==> src/rtl/sd_cmd_seq.sv <==
// SD SPI-mode command sequencer: frames one 6-byte command as three 16-bit words and polls for R1.
// Define SD_CRC7_EN to generate a real CRC7 byte; otherwise fixed CMD0/CMD8 CRC bytes are used.
module sd_cmd_seq #(
    parameter int MAX_POLL = 8
) (
    input  logic        clk,
    input  logic        reset,
    input  logic        start,
    input  logic [5:0]  cmd_idx,
    input  logic [31:0] cmd_arg,
    output logic        busy,
    output logic        done,
    output logic        timeout,
    output logic [7:0]  r1,
    output logic [15:0] spi_data,
    output logic        spi_en,
    input  logic        spi_done,
    input  logic [15:0] spi_dout
);

    localparam int PW = $clog2(MAX_POLL + 1);

    typedef enum logic [2:0] {
        S_IDLE, S_SEND, S_WAIT, S_GAP, S_POLL, S_CHECK, S_FIN
    } state_t;

    state_t        state, state_nxt;
    logic [5:0]    idx_q, idx_nxt;
    logic [31:0]   arg_q, arg_nxt;
    logic [1:0]    word_cnt, word_nxt;
    logic [PW-1:0] poll_cnt, poll_nxt;
    logic          in_poll, in_poll_nxt;
    logic [15:0]   rx_q, rx_nxt;
    logic [7:0]    r1_q, r1_nxt;
    logic          to_q, to_nxt;
    logic [7:0]    crc_byte;
    logic [15:0]   frame_word;

`ifdef SD_CRC7_EN
    // CRC7, polynomial x^7+x^3+1, MSB first, zero init
    function automatic logic [6:0] crc7(input logic [39:0] d);
        logic [6:0] c;
        logic       fb;
        c = '0;
        for (int i = 39; i >= 0; i--) begin
            fb = d[i] ^ c[6];
            c  = {c[5:0], 1'b0};
            if (fb) c = c ^ 7'h09;
        end
        return c;
    endfunction

    assign crc_byte = {crc7({2'b01, idx_q, arg_q}), 1'b1};
`else
    always_comb begin
        crc_byte = 8'h01;
        if (idx_q == 6'd0)      crc_byte = 8'h95;
        else if (idx_q == 6'd8) crc_byte = 8'h87;
    end
`endif

    always_comb begin
        case (word_cnt)
            2'd0:    frame_word = {2'b01, idx_q, arg_q[31:24]};
            2'd1:    frame_word = arg_q[23:8];
            default: frame_word = {arg_q[7:0], crc_byte};
        endcase
    end

    always_ff @(posedge clk or negedge reset) begin
        if (!reset) begin
            state    <= S_IDLE;
            idx_q    <= '0;
            arg_q    <= '0;
            word_cnt <= '0;
            poll_cnt <= '0;
            in_poll  <= 1'b0;
            rx_q     <= 16'hFFFF;
            r1_q     <= 8'hFF;
            to_q     <= 1'b0;
        end else begin
            state    <= state_nxt;
            idx_q    <= idx_nxt;
            arg_q    <= arg_nxt;
            word_cnt <= word_nxt;
            poll_cnt <= poll_nxt;
            in_poll  <= in_poll_nxt;
            rx_q     <= rx_nxt;
            r1_q     <= r1_nxt;
            to_q     <= to_nxt;
        end
    end

    always_comb begin
        state_nxt   = state;
        idx_nxt     = idx_q;
        arg_nxt     = arg_q;
        word_nxt    = word_cnt;
        poll_nxt    = poll_cnt;
        in_poll_nxt = in_poll;
        rx_nxt      = rx_q;
        r1_nxt      = r1_q;
        to_nxt      = to_q;
        case (state)
            S_IDLE: begin
                if (start) begin
                    idx_nxt     = cmd_idx;
                    arg_nxt     = cmd_arg;
                    to_nxt      = 1'b0;
                    word_nxt    = '0;
                    poll_nxt    = '0;
                    in_poll_nxt = 1'b0;
                    state_nxt   = S_SEND;
                end
            end
            S_SEND, S_POLL: state_nxt = S_WAIT;
            S_WAIT: begin
                if (spi_done) begin
                    rx_nxt    = spi_dout;
                    state_nxt = in_poll ? S_CHECK : S_GAP;
                end
            end
            S_GAP: begin
                if (word_cnt == 2'd2) begin
                    in_poll_nxt = 1'b1;
                    state_nxt   = S_POLL;
                end else begin
                    word_nxt  = word_cnt + 2'd1;
                    state_nxt = S_SEND;
                end
            end
            S_CHECK: begin
                if (!rx_q[15]) begin
                    r1_nxt    = rx_q[15:8];
                    state_nxt = S_FIN;
                end else if (!rx_q[7]) begin
                    r1_nxt    = rx_q[7:0];
                    state_nxt = S_FIN;
                end else begin
                    // CHECK doubles as the one-cycle EN-low gap before the next poll word
                    poll_nxt = poll_cnt + PW'(1);
                    if (poll_nxt == PW'(MAX_POLL)) begin
                        to_nxt    = 1'b1;
                        r1_nxt    = 8'hFF;
                        state_nxt = S_FIN;
                    end else begin
                        state_nxt = S_POLL;
                    end
                end
            end
            S_FIN:   state_nxt = S_IDLE;
            default: state_nxt = S_IDLE;
        endcase
    end

    assign busy     = (state != S_IDLE);
    assign done     = (state == S_FIN);
    assign timeout  = to_q;
    assign r1       = r1_q;
    assign spi_en   = (state == S_SEND) || (state == S_POLL) || (state == S_WAIT);
    assign spi_data = (spi_en && !in_poll) ? frame_word : 16'hFFFF;

endmodule
==> config.mk <==
export PLATFORM = sky130hd
export DESIGN_NAME = sd_cmd_seq
export DESIGN_NICKNAME = d
export VERILOG_FILES = /design/src/rtl/sd_cmd_seq.sv
export SDC_FILE = /design/constraint.sdc
export NUM_CORES = 1
export LEC_CHECK = 0
export BUFFER_PORTS_ARGS = -buffer_cell sky130_fd_sc_hd__buf_4
export CAP_MARGIN = 20
export CORE_ASPECT_RATIO = 1.4
export CORE_MARGIN = 5
export CORE_UTILIZATION = 58
export CTS_CLUSTER_DIAMETER = 150
export DETAILED_ROUTE_END_ITERATION = 7
export PLACE_DENSITY = 0.95
export SYNTH_ARGS = -nofsm -noshare
export SYNTH_HDL_FRONTEND = slang
export SYNTH_SLANG_ARGS = --single-unit
==> constraint.sdc <==
create_clock -name clk -period 3.5 [get_ports clk]
set_input_delay 0.7 -clock clk [delete_from_list [all_inputs] [get_ports clk]]
set_output_delay 0.7 -clock clk [all_outputs]
set_load 0.01 [all_outputs]
==> results.md, run 1 <==
- Status: finished, final reports clean
- Switching part of the total: 35.1%
- Pwr dens: 957 nW/um^2
- Layout cells sized above 1: between 40% and 50%
- GR Overflow Total: 0
- Die X: 78.0 um
- Fin crit share: a little under nine tenths
- TNS Setup: 0 ns
- NetSw: 1.53 mW
- Area growth from synthesis to layout: 21.2%
- Int Pwr: 2.83 mW
- # Post-CTS Setup Buffers: 0
- Register share of total power: between 30% and 40%
- Drt drc: 0
- Post-route ant nets: 0
- Sink Count: 73
- Initial DRC count: approximately 250
- Crit Path Class: reg -> out
- Dpl ws: 0.893 ns
- Final Max Tran Viols: 0
- Critical path's largest stage delay: about 0.55 ns
- Area leader, netlist: dfrtp_1
- Sequential cell area fraction in the yosys report: between 40% and 50%
- Final hold slack: 0.457 ns
- Vias per cell: 5.95
- Final setup margin: between 0.4 and 0.5 ns
- Final net count: 443
- Worst-Margin Slew: 0.879 ns
- Syn_nets: 365
- Crit Path Max Fanout: 16
- Relative slew slack: 41.4%
- CTS Buf Count: 9
- Gate Count Post-Synth: ~300
- CTS root buf: clkbuf_8
- Cell leakage power: 2.07 nW
- CTS H-tree depth: 3
- Ys Warns: 0
- Synth async-reset ratio: 100%
- Period minus WS final: 3.02 ns
- CTS tree: done
- Drt wl/cell: 19.6 um
- Largest net degree at the start of global routing: 74
- Top FF cell, synth: dfrtp_1
- Synth top area cells: dfrtp_1, mux2_4, dfstp_2
- CTS clock-pin slew for the worst setup and hold paths: about 0.080 ns
- Clock skew: 0.00737 ns
- Worst Path Required: 2.80 ns
- Clock buffer depth: 2
- Port Buffer Count: 85
- Row count: 34
- Routability cong.: 0.858
- Tot GR Track Use: 23.1%
- CP cell instances: inv_1, ha_1, nor2_2, nand3_1, nand2_1, a221o_1, buf_4
- EDFF count, synth: 0
- Hpwl dp: 6270 um
- Max Cap Viol: 0
- Post-Syn Area per Cell: between 10 and 15 um^2
- Netlist Area Pre-Place: 3760 um^2
- Total wire length: 8970 um
- Die height: between 100 and 150 um
- Latest clock arrival within the worst-skew pair: 0.36 ns
- Final hold vios: 0
- Core area: 6250 um^2
- Yosys reg bits: 73
- RSZ-0062 raised after global routing: no
- Final setup vio count: 0
- Cts hold-fix bufs: 0
- Crit. End Element: primary output
- Worst setup SP type: flop
- Antenna cell count: 0
- Final Util: 72.8%
- Vias in the first global route: 2982
- Fmax: 331 MHz
- Effective utilization at floorplan: 60.1%
- DR vias: 2719
- Critical Path AT: around 2.3 ns
- CP max-delay cell: ha_1
- First-pass GRT wire length: roughly 15000 um
- Top cell type's share of synthesized area: 32.6%
- Comb pwr share: 43.7%
- Clk pwr share: 17.3%
- Yosys cell types: 43
- Worst hold path class: in -> async
- Die area: 8210 um^2
- Initial antenna violation count: 0
- Reg2reg setup slack: ~1.5 ns
- Maximum VDD drop: about 0.00058 V
- IO Pins: 86
- Drt first pass iters: 4
- Post-cts resize count: 0
==> path summary, 6_finish.rpt <==
check,startpoint,endpoint,depth (start not counted)
max,word_cnt[1],spi_data[7],7
min in group clk,r1[7],r1[7],2
max in group asynchronous,reset,arg_q[29],1
min reg2reg,r1[7],r1[7],2
max reg2reg,state[0],word_cnt[0],4
min,reset,arg_q[10],1
==> power by group through the flow <==
| stage | combinational [mW] | sequential, mW | clock (mW) |
|---|---|---|---|
| after global routing | 2.06 | 1.74 | 0.795 |
| after detailed placement | 1.88 | 1.69 | 0 |
| after floorplan | 1.51 | 1.52 | 0 |
| after CTS | 1.91 | 1.69 | 0.758 |
| after global placement | 1.80 | 1.65 | 0 |
| final | 1.90 | 1.70 | 0.754 |
==> cells by family (layout without fill, tap and decap cells) <==
kind of cell | after synthesis | after routing | synth area share [%]
multiplexers | 55 | 55 | 21.2
flip-flops | 73 | 73 | 49.4
AO/OA/AOI/OAI | 66 | 66 | 11.5
buffers and inverters | 28 | 111 | 5.66
AND/OR/NAND/NOR | 74 | 74 | 10.1
adder cells (fa/ha/maj) | 5 | 5 | 1.67
XOR/XNOR | 1 | 1 | 0.433
==> Yosys cell counts, drive strengths merged (2+ instances only) <==
master / n
nor3: 2
a221o: 2
ha: 5
dfstp: 24
dfrtp: 49
o211ai: 3
clkbuf: 5
nor2b: 5
buf: 15
a22oi: 14
inv: 8
nand3b: 2
nand2: 24
a21oi: 12
nand3: 8
a22o: 2
o21ai: 24
mux2: 55
nor3b: 8
nor2: 21
==> flip-flops by register name, indices dropped and copies added, names as in the netlist <==
| name | cells |
|---|---|
| word_cnt | 2 |
| state | 3 |
| r1 | 8 |
| idx_q | 6 |
| rx_q | 16 |
| poll_cnt | 4 |
| arg_q | 32 |
| timeout | 1 |
| in_poll | 1 |
==> area by class of cell <==
class | instances | area [um^2]
flip-flops and latches | 73 | 1860
clock inverters | 3 | 43.8
multi-input cells | 201 | 1690
repair buffers | 87 | 653
fillers | 414 | 1700
well taps | 72 | 90.1
clock buffers | 13 | 191
inverters | 8 | 30.0
==> worst max-delay path: cells and delay by family (launching register included) <==
family,cells,cell delay (ns)
fa+ha+maj,1,0.55
flops,1,0.41
simple gates,3,0.48
compound gates,1,0.27
buf+inv,2,0.25
==> placed cells by master, fill, tap and decap left out, drive strengths merged <==
master	count
a211oi	1
mux2	55
dfrtp	49
nor2b	5
o21a	1
a22o	2
o21ai	24
o22ai	1
nand3b	2
inv	8
nand2b	1
nand3	8
o32ai	1
a21boi	1
clkinv	2
and3	1
nor2	21
nor3	2
xor2	1
a221o	2
dfstp	24
and4	1
buf	87
bufinv	1
nand2	24
a22oi	14
a21oi	12
clkbuf	13
a31oi	1
ha	5
and3b	1
o21bai	1
o211ai	3
nor3b	8
o32a	1
o211a	1
==> routing by layer <==
metal  part of all wire (%)  wire [um]  GRT usage, %
met3                    7.8        700          5.46
met5                      0          0             0
met4                    2.7        238          10.7
met2                     52       4710          39.2
met1                     37       3330          27.4
==> through the flow <==
stage	cells	cell area (um^2)	power, mW
3_5_place_dp	441	4320	3.57
5_1_grt	457	4550	4.60
3_3_place_gp	441	4320	3.45
6_report	457	4550	4.35
2_1_floorplan	302	3760	3.03
4_1_cts	457	4550	4.36
(Power assumes the default switching activity.)
==> run 2, diff against run 1 <==
Settings changed: CORE_UTILIZATION 58 to 49, PLACE_DENSITY 0.95 to 0.86.
Clock period 3.5 ns to 2.5 ns, I/O delays scaled along.
==> results.md, run 2 (same netlist as run 1, synthesis figures left out) <==
- Hpwl dp: 6220 um (-0.82%)
- Fmax: approximately 420 MHz
- CTS clock-pin slew for the worst setup and hold paths: 0.08 ns (about the same)
- Drt wl/cell: 17.7 um (-9.7%)
- Relative slew slack: 40.6% (-0.79 points)
- Clock skew: 0.0114 ns (+0.00402 ns)
- Cell leakage power: 2.09 nW (+0.81%)
- CTS H-tree depth: 3 (unchanged)
- CTS tree: done
- Worst Path Required: 2.00 ns (-0.80 ns)
- Met3 wire len: 614 um (-12%)
- Final Util: 62.3% (-11 points)
- Latest clock arrival within the worst-skew pair: 0.36 ns (about the same)
- Post-route ant nets: 0 (unchanged)
- Clock buffer depth: 2 (unchanged)
- Drt first pass iters: 4 (unchanged)
- DR vias: 2693 (-0.96%)
- CTS Buf Count: 9 (unchanged)
- Fin crit share: 95.8%
- Initial DRC count: 162 (-35%)
- First-pass GRT wire length: 14400 um (-3.8%)
- IO Pins: 86 (unchanged)
- Routability cong.: 0.897 (+4.6%)
- Worst setup SP type: flop
- Top Layer Used: met4
- Status: finished, final reports clean
- Maximum VDD drop: 0.000700 V (+21%)
- Port Buffer Count: 85 (unchanged)
- Initial antenna violation count: 0 (unchanged)
- Die height: 114 um (+8.0%)
- Cts hold-fix bufs: 0 (unchanged)
- CTS root buf: clkbuf_8
- Die area: 9540 um^2 (+16%)
- Sink Count: 73 (unchanged)
- Crit Path Max Fanout: 15 (-1)
- RSZ-0062 raised after global routing: no
- Largest register FFs: 32 (unchanged)
- Final Max Tran Viols: 0 (unchanged)
- Vias per cell: 5.52 (-7.2%)
- Tot GR Track Use: 19.1% (-4.0 points)
- Crit Path Class: reg -> out
- Largest register by flop count: arg_q
- Period minus WS final: roughly 2.4 ns
- Final hold vios: 0 (unchanged)
- Total wire length: 8660 um (-3.5%)
- Worst-Margin Slew: 0.891 ns (+0.0119 ns)
- Most frequent cells in the layout: buf_4, mux2_4, dfrtp_1, nand2_1, dfstp_2
- FILL cells: 582 (+41%)
- Layout cells sized above 1: 50.9% (+1.5 points)
- Worst hold path class: in -> async
- M1 WL: 3270 um (-1.8%)
- Final setup vio count: 0 (unchanged)
- TNS Setup: 0 ns (unchanged)
- Met2 wire length: 4480 um (-4.9%)
- Max Cap Viol: 0 (unchanged)
- Critical Path AT: 1.89 ns (-0.43 ns)
- GR Overflow Total: 0 (unchanged)
- Vias in the first global route: 3027 (+1.5%)
- Die X: 84.0 um (+7.7%)
- Final net count: 449 (+1.4%)
- Antenna cell count: 0 (unchanged)
- Drt drc: 0 (unchanged)
- Effective utilization at floorplan: 50.7% (-9.4 points)
- Crit. End Element: primary output
- Core area: 7410 um^2 (+18%)
- Area growth from synthesis to layout: 22.8%
- Largest net degree at the start of global routing: 74 (unchanged)
- Commonest non-fill, non-tap cell in the layout: buf_4
- Row count: 37 (+8.8%)
- Pwr dens: 1310 nW/um^2 (+36%)
[run 2: final cells by class]
class / count / area, um^2 / share of cell area, %
Multi-Input combinational cell: 201 / 1700 / 36.8
Clock buffer: 11 / 141 / 3.06
Tap cell: 97 / 121 / 2.63
Sequential cell: 73 / 1860 / 40.3
Inverter: 8 / 30.0 / 0.651
Timing Repair Buffer: 93 / 711 / 15.4
Clock inverter: 5 / 55.1 / 1.19
[run 2: path summary, 6_finish.rpt]
path / startpoint / to / slack [ns] / depth (start not counted)
max in group asynchronous: reset / state[1] / 1.59 / 1
hold reg to reg: r1[7] / r1[7] / 0.48 / 2
hold / removal: reset / poll_cnt[3] / 0.27 / 1
setup / recovery: state[1] / spi_data[7] / 0.11 / 5
min in group clk: cmd_idx[3] / idx_q[3] / 0.36 / 3
setup reg to reg: state[2] / arg_q[16] / 0.69 / 4
[run 2: per-layer routing]
metal	GRT usage (%)	vias up
li1	-	1234
met1	20.9	1329
met2	32.9	106
met3	5.56	24
met4	10.7	0
met5	0	-
[run 2: power by group]
part | switching (mW) | internal (mW)
logic | 1.18 | 1.56
clock network | 0.447 | 0.487
registers | 0.492 | 1.86
total | 2.12 | 3.90
[run 2: through the flow]
step / instances / power, mW / setup WS, ns / hold WS, ns / cell area (um^2)
floorplan: 302 / 4.25 / 0.584 / 0.204 / 3760
global placement: 470 / 4.92 / 0.430 / 0.456 / 4390
detailed placement: 470 / 5.06 / 0.350 / 0.470 / 4390
CTS: 486 / 6.04 / 0.00128 / 0.281 / 4590
global route: 488 / 6.38 / 0.00712 / 0.341 / 4610
finish: 488 / 6.02 / 0.106 / 0.273 / 4610
[run 2: worst max-delay path, stage by stage (launching register included)]
cell     delay [ns]
dfrtp_2        0.49
xor2_2         0.23
o211a_4        0.29
nand2_1        0.11
a221o_1        0.28
buf_4          0.15
[run 2: what timing repair did]
item                                    in CTS  in global routing
endpoints found under the hold margin        0                  0
setup buffers                                0                  2
resized for setup                            3                  1
endpoints found under the setup margin       2                  4
pin swaps                                    0                  0
